File: config.mk
export PLATFORM = sky130hd
export DESIGN_NAME = control_unit
export DESIGN_NICKNAME = d
export VERILOG_FILES = /design/src/rtl/control_unit.sv
export SDC_FILE = /design/constraint.sdc
export NUM_CORES = 1
export LEC_CHECK = 0
export ABC_AREA = 1
export BUFFER_PORTS_ARGS = -buffer_cell sky130_fd_sc_hd__buf_4
export CAP_MARGIN = 15
export CORE_MARGIN = 2
export CORE_UTILIZATION = 45
export DETAILED_ROUTE_END_ITERATION = 8
export GPL_TIMING_DRIVEN = 0
export PLACE_DENSITY = 0.89
export SLEW_MARGIN = 20
export SYNTH_ARGS = -nofsm -noshare
export SYNTH_HDL_FRONTEND = slang
export SYNTH_SLANG_ARGS = --single-unit
File: constraint.sdc
create_clock -name clock -period 4.3 [get_ports clock]
set_input_delay 1.075 -clock clock [delete_from_list [all_inputs] [get_ports clock]]
set_output_delay 1.075 -clock clock [all_outputs]
set_load 0.03 [all_outputs]
File: src/rtl/control_unit.sv
`default_nettype none
// ============================================================================
// Module      : control_unit
// Description : Fetch/decode/execute sequencer driving datapath and VGA plotter
//               controls. Optional single-step gating via CONTROL_STEP_EN.
// Revision    : 1.0 - initial release
// ============================================================================
module control_unit (
    input  logic        clock,
    input  logic        resetn,
`ifdef CONTROL_STEP_EN
    input  logic        step,
`endif
    input  logic [15:0] current_instruction,
    input  logic [15:0] zeroflag,
    input  logic [15:0] signflag,
    input  logic        run,
    input  logic        plot_ready,
    output logic        program_counter_increment,
    output logic        alu_a_source,
    output logic        alu_b_source,
    output logic        alu_store_to_mem,
    output logic        alu_store_to_stk,
    output logic [3:0]  alu_op,
    output logic [3:0]  alu_a_select,
    output logic [3:0]  alu_b_select,
    output logic [3:0]  alu_out_select,
    output logic [3:0]  vga_color_select,
    output logic [3:0]  vga_coord_select,
    output logic [15:0] alu_a_altern,
    output logic [15:0] alu_b_altern,
    output logic [1:0]  alu_load_src,
    output logic        plot,
    output logic        halted,
    output logic        illegal,
    output logic [2:0]  state
);

    typedef enum logic [2:0] {
        S_FETCH  = 3'd0,
        S_DECODE = 3'd1,
        S_EXEC   = 3'd2,
        S_MEM    = 3'd3,
        S_PWAIT  = 3'd4,
        S_HALT   = 3'd5
    } state_t;

    localparam logic [1:0] LOAD_NONE = 2'b00;
    localparam logic [1:0] LOAD_ALU  = 2'b01;
    localparam logic [1:0] LOAD_MEM  = 2'b10;

    state_t      cur_state;
    state_t      nxt_state;
    logic [15:0] ir;
    logic        go;
    logic        taken;
    logic [3:0]  opcode;
    logic [3:0]  rd;
    logic [3:0]  ra;
    logic [3:0]  rb;
    logic [15:0] imm;

    assign opcode = ir[15:12];
    assign rd     = ir[11:8];
    assign ra     = ir[7:4];
    assign rb     = ir[3:0];
    assign imm    = {{8{ir[7]}}, ir[7:0]};
    assign taken  = (opcode == 4'hC) ? zeroflag[rd] : signflag[rd];
    assign state  = cur_state;

`ifdef CONTROL_STEP_EN
    assign go = run & step;
`else
    assign go = run;
`endif

    always_ff @(posedge clock) begin
        if (!resetn) begin
            cur_state <= S_FETCH;
            ir        <= 16'h0000;
            halted    <= 1'b0;
            illegal   <= 1'b0;
        end else begin
            cur_state <= nxt_state;
            if (cur_state == S_DECODE)
                ir <= current_instruction;
            if (nxt_state == S_HALT)
                halted <= 1'b1;
            if (cur_state == S_EXEC && opcode == 4'hF)
                illegal <= 1'b1;
        end
    end

    always_comb begin
        nxt_state                 = cur_state;
        program_counter_increment = 1'b0;
        alu_a_source              = 1'b0;
        alu_b_source              = 1'b0;
        alu_store_to_mem          = 1'b0;
        alu_store_to_stk          = 1'b0;
        alu_op                    = 4'h0;
        alu_a_select              = 4'h0;
        alu_b_select              = 4'h0;
        alu_out_select            = 4'h0;
        vga_color_select          = 4'h0;
        vga_coord_select          = 4'h0;
        alu_a_altern              = 16'h0000;
        alu_b_altern              = 16'h0000;
        alu_load_src              = LOAD_NONE;
        plot                      = 1'b0;

        case (cur_state)
            S_FETCH: begin
                if (go)
                    nxt_state = S_DECODE;
            end
            S_DECODE: nxt_state = S_EXEC;
            S_EXEC: begin
                nxt_state = S_FETCH;
                case (opcode)
                    4'h0: nxt_state = S_HALT;
                    4'h1, 4'h2, 4'h3, 4'h4, 4'h5, 4'h6, 4'h7: begin
                        alu_op                    = opcode;
                        alu_a_select              = ra;
                        alu_b_select              = rb;
                        alu_out_select            = rd;
                        alu_load_src              = LOAD_ALU;
                        program_counter_increment = 1'b1;
                    end
                    4'h8: begin
                        alu_a_source              = 1'b1;
                        alu_a_altern              = imm;
                        alu_out_select            = rd;
                        alu_load_src              = LOAD_ALU;
                        program_counter_increment = 1'b1;
                    end
                    // Address is presented here; the register write lands in MEM.
                    4'h9: begin
                        alu_a_select   = ra;
                        alu_out_select = rd;
                        nxt_state      = S_MEM;
                    end
                    4'hA, 4'hB: begin
                        alu_a_select              = ra;
                        alu_out_select            = rd;
                        alu_store_to_mem          = (opcode == 4'hA);
                        alu_store_to_stk          = (opcode == 4'hB);
                        program_counter_increment = 1'b1;
                    end
                    4'hC, 4'hD: begin
                        if (taken) begin
                            alu_b_source   = 1'b1;
                            alu_b_altern   = imm;
                            alu_op         = 4'h1;
                            alu_load_src   = LOAD_ALU;
                        end else begin
                            program_counter_increment = 1'b1;
                        end
                    end
                    4'hE: begin
                        plot             = 1'b1;
                        vga_color_select = rd;
                        vga_coord_select = ra;
                        if (plot_ready)
                            program_counter_increment = 1'b1;
                        else
                            nxt_state = S_PWAIT;
                    end
                    default: nxt_state = S_HALT;
                endcase
            end
            S_MEM: begin
                alu_a_select              = ra;
                alu_out_select            = rd;
                alu_load_src              = LOAD_MEM;
                program_counter_increment = 1'b1;
                nxt_state                 = S_FETCH;
            end
            S_PWAIT: begin
                plot             = 1'b1;
                vga_color_select = rd;
                vga_coord_select = ra;
                if (plot_ready) begin
                    program_counter_increment = 1'b1;
                    nxt_state                 = S_FETCH;
                end
            end
            S_HALT:  nxt_state = S_HALT;
            default: nxt_state = S_FETCH;
        endcase
    end

endmodule
`default_nettype wire
[Word-level counts from Yosys, hierarchy flattened]
Index checks and enable logic that the tools add are counted.
Storage, ports and cells
  logic and storage cells: 82
  register bits after elaboration: 21
  bits of input ports: 52
  output and inout bits: 69
Cells by class
  equality and inequality tests: 21
  reduce and logical (&&, ||, !) cells: 10
  magnitude comparators: 1
  mux-type cells: 46
Operator list (count)
  16-bit two-way mux: 5
  4-bit one-hot mux with 2 select lines: 5
  4-bit equality test (second input constant): 8
  4-bit two-way mux: 7
  10-bit OR reduction: 2
  1-bit two-way mux: 17
  4-bit by 3-bit equality test with 1-bit output (second input constant): 4
  3-bit one-hot mux with 5 select lines: 1
  12-bit OR reduction: 1
  11-bit OR reduction: 1
  3-bit equality test (second input constant): 3
  3-bit two-way mux: 3
  3-bit one-hot mux with 3 select lines: 1
  1-bit binary-select mux with 4-bit select: 2
  4-bit by 2-bit equality test with 1-bit output (second input constant): 2
  8-bit OR reduction: 1
  7-bit OR reduction: 1
  3-bit by 2-bit equality test with 1-bit output (second input constant): 2
  1-bit one-hot mux with 3 select lines: 2
  4-bit by 5-bit less-than comparator with 1-bit output (second input constant): 1
  4-bit by 1-bit equality test with 1-bit output (second input constant): 1
  1-bit one-hot mux with 2 select lines: 2
  2-bit one-hot mux with 2 select lines: 1
  2-bit OR reduction: 2
  3 further kinds: 3

[Logic depth before layout (Yosys ltp)]
  depth in word-level cells: 6
  gate-level depth with buffers: 12
  gate-level depth less buffers: 12

[Worst setup path before layout]
Ideal clock, no wire load.
  path type: in2out
  from: input port signflag[13]
  to: output port alu_b_altern[10]
  buffers on the path: 1
  data required time: 3225 ps
  data arrival time: 2579 ps
  stages on the path: 9
  path slack: 646 ps
  cells stage by stage: inv_1 -> nand2_1 -> nand3_1 -> nand3_1 -> nand3_1 -> nand3_2 -> nand4_4 -> nor2_1 -> buf_4
On the way
  word-level cells in the longest chain between the ends: 6
Ends and longest elaborated chain
  start: declaration: RTL line 16  | input logic [15:0] signflag,
  1-bit binary-select mux with 4-bit select: RTL line 68  | assign taken = (opcode == 4'hC) ? zeroflag[rd] : signflag[rd];
  1-bit two-way mux (implied by the code): RTL line 68
  1-bit two-way mux: RTL line 68
  16-bit two-way mux: RTL line 151  | if (taken) begin
  16-bit two-way mux: RTL line 120  | case (opcode)
  16-bit two-way mux: RTL line 112  | case (cur_state)
  end: declaration: RTL line 31  | output logic [15:0] alu_b_altern,
No other way between the ends. The select of a mux whose other input is x is not followed.

[Final worst setup path]
  from: input port zeroflag[11]
  to: output port alu_b_altern[8]
On the way
  word-level cells in the longest chain between the ends: 6
Ends and longest elaborated chain
  start: declaration: RTL line 15  | input logic [15:0] zeroflag,
  1-bit binary-select mux with 4-bit select: RTL line 68
  1-bit two-way mux (implied by the code): RTL line 68
  1-bit two-way mux: RTL line 68
  16-bit two-way mux: RTL line 151
  16-bit two-way mux: RTL line 120
  16-bit two-way mux: RTL line 112
No other way between the ends. The select of a mux whose other input is x is not followed.

==> results.sh <==
export IMPL_clock_fmax_mhz=269
export IMPL_final_cell_mix="138 x buf_4, 65 x nand2_1, 55 x inv_1"
export IMPL_post_cts_resized=0
export IMPL_insertion_delay_ps=260
export IMPL_ys_ff_latch=21
export IMPL_cts_clk_slew_worst_paths_ps=80
export IMPL_holdWs_ps=448
export IMPL_synthSimpleGateAreaFrac_pct=37.1
export IMPL_drv_slew=0
export IMPL_row_count=22
export IMPL_antenna_found_initial=0
export IMPL_cts_sinks=21
export IMPL_syn_num_nets=352
export IMPL_initial_core_util_pct=46.8
export IMPL_ios=121
export IMPL_synth_compound_area_share_pct=14.0
export IMPL_cp_start_kind="input pin"
export IMPL_use_met1_pct=29.7
export IMPL_first_pass_iters=4
export IMPL_reg2reg_slack_ps=2850
export IMPL_yosysWarnings=0
export IMPL_end_kind="output pin"
export IMPL_hold_path_class="reg2reg"
export IMPL_hold_buffers=0
export IMPL_synth_top_family_by_area="simple AND/OR/NAND/NOR gates"
export IMPL_grt_usage_pct=24.9
export IMPL_rsz0062_at_grt="false"
export IMPL_cts_tree="done"
export IMPL_fin_crit_sh_pct=86.6
export IMPL_die_h_um=65.7
export IMPL_dr_first_iter_drc_count=118
export IMPL_finalSetupViolCount=0
export IMPL_powerDensity_nw_per_um2=212
export IMPL_antennaDiodeCount=0
export IMPL_crit_type="in2out"
export IMPL_swShare_pct=36.0
export IMPL_yosysUniqueCellTypes=22
export IMPL_clockBufferDepth=2
export IMPL_power_internal_w=0.000368
export IMPL_seq_area_frac_synth_pct=24.6
export IMPL_synthCells=300
export IMPL_synth_mux_area_share_pct=0
export IMPL_drc_errors=0
export IMPL_dp_hpwl_um=4540
export IMPL_fin_crit_ps=3720
export IMPL_clock_root_buffer="clkbuf_8"
export IMPL_num_vias=2265
export IMPL_area_delta_synth_final_pct=58.4
export IMPL_combPwrFrac_pct=38.3
export IMPL_grt_max_degree=13
export IMPL_cp_required_ps=3220
export IMPL_setup_tns_ps=0
export IMPL_switchingPower_w=0.000207
export IMPL_place_congestion=0.941
export IMPL_ant_nets=0
export IMPL_placed_cell_area_um2=2670
export IMPL_path_cells="buf_4 > inv_1 > nand2_1 > nand3_1 > nand3_1 > nand3_1 > nand3_2 > nand4_4 > nor2_1 > buf_4 > buf_4"
export IMPL_htreeDepth=1
export IMPL_drv_cap=0
export IMPL_skew_ps=0.924
export IMPL_grt_busiest_layer="met2"
export IMPL_fillers=322
export IMPL_min_to="ir[2]"
export IMPL_numCtsBuffers=3
export IMPL_die_area_um2=4310
export IMPL_timing_rr_start="state[1]"
export IMPL_postLayoutCellArea_um2=2710
export IMPL_path_max_fanout=9
export IMPL_avgRoutedWirePerCell_um=12.0
export IMPL_grtUsageMet3_pct=3.94
export IMPL_die_x_um=65.7
export IMPL_status="completed"
export IMPL_r2r_cells=5
export IMPL_final_hold_violation_count=0
export IMPL_critical_path_slowest_cell="nor2_1"
export IMPL_grt_remaining_overflow=0
export IMPL_final_common_cell="buf_4"
export IMPL_fin_nets=476
export IMPL_worst_slew_pin_slew_ps=550
export IMPL_synth_xor_area_share_pct=0
export IMPL_hold_depth=2
export IMPL_clockPowerShare_pct=22.6
export IMPL_use_met2_pct=46.6
export IMPL_synth_area_um2=1710
export IMPL_grt_pass1_wl_um=8490
export IMPL_post_cts_buffers=0
export IMPL_drive_above_1_share_pct=35.2
export IMPL_seq_power_share_pct=39.1
export IMPL_slowest_delay_ps=490
export IMPL_wl_um=5670
export IMPL_portBuffers=119
export IMPL_slew_headroom_pct=62.9
export IMPL_arrival_ps=2650
export IMPL_detail_route_vias_per_cell=4.81
export IMPL_core_area_um2=3660
export IMPL_grt_pass1_vias=1961
export IMPL_rr_endpoint="ir[8]"
export IMPL_p_leak_nw=1.51
export IMPL_irDropWorstVdd_v=0.000305
export IMPL_synthAdderAreaFrac_pct=0
export IMPL_synth_area_per_cell_um2=5.71
export IMPL_min_from="ir[2]"
## power groups by stage
stage	clock [W]	combinational, W	sequential [W]
after floorplan	0	0.000138	0.000232
after global placement	0	0.000214	0.000229
after detailed placement	0	0.000218	0.000229
after CTS	0.000131	0.000220	0.000225
after global routing	0.000143	0.000243	0.000228
final	0.000130	0.000220	0.000225
## cell type report
type / count / area (um2) / area share, %
buffer: 26 / 200 / 7.38
clock buffer: 3 / 41.3 / 1.52
clock inverter: 1 / 5.00 / 0.185
inverter: 57 / 214 / 7.89
multi-input combinational: 196 / 877 / 32.3
sequential: 21 / 420 / 15.5
tap: 48 / 60.1 / 2.22
timing repair buffer: 119 / 893 / 32.9
## kinds of logic (layout without fill, tap and decap cells)
group / after synthesis / in the layout
compound gates: 46 / 46
buf+inv: 83 / 206
simple gates: 149 / 149
other cells: 1 / 1
flops: 21 / 21
## synth_stat cells (all sizes together)
cell	n	share of area, %
nand2	65	14
inv	56	12
nor2	48	11
nand3	27	8.5
buf	22	11
dfxtp	21	25
o21ai	21	6.1
a21oi	20	5.8
nor3	6	1.8
clkbuf	4	0.88
a31oi	3	1.1
o211ai	2	0.88
and2	1	0.37
clkinv	1	0.22
conb	1	0.22
nand3b	1	0.44
nand4	1	1.2
## flip-flops by register name (all words and copies together), names as in the netlist
name / cells
halted: 1
illegal: 1
ir: 16
state: 3
## how the worst max path moves through the flow
stage            startpoint               end  slack [ps]
4_1_cts         signflag[2]   alu_b_altern[8]         560
2_1_floorplan  signflag[13]  alu_b_altern[10]         650
3_3_place_gp   signflag[13]  alu_b_altern[11]         670
5_1_grt        zeroflag[11]   alu_b_altern[8]         380
6_report       zeroflag[11]   alu_b_altern[8]         580
3_5_place_dp   signflag[13]   alu_b_altern[8]         560
## per-layer routing
| layer | vias to the layer above | share of wire (%) |
|---|---|---|
| met5 | - | 0 |
| met4 | 0 | 0.67 |
| met3 | 4 | 7.6 |
| met2 | 99 | 51 |
| met1 | 1010 | 40 |
| li1 | 1152 | - |
## stage by stage
stage,worst slack (ps),util (%),cells,total power [W]
after global routing,377,74.1,471,0.000615
final,578,74.1,471,0.000576
after CTS,559,74.1,471,0.000576
after detailed placement,556,72.8,467,0.000448
after floorplan,646,-,300,0.000370
after global placement,666,72.8,467,0.000443
## worst max-delay path: cells and delay by family
family        cells  cell delay [ps]
simple gates      7             1100
buf+inv           4              460
Power figures use the tool's default switching activity.
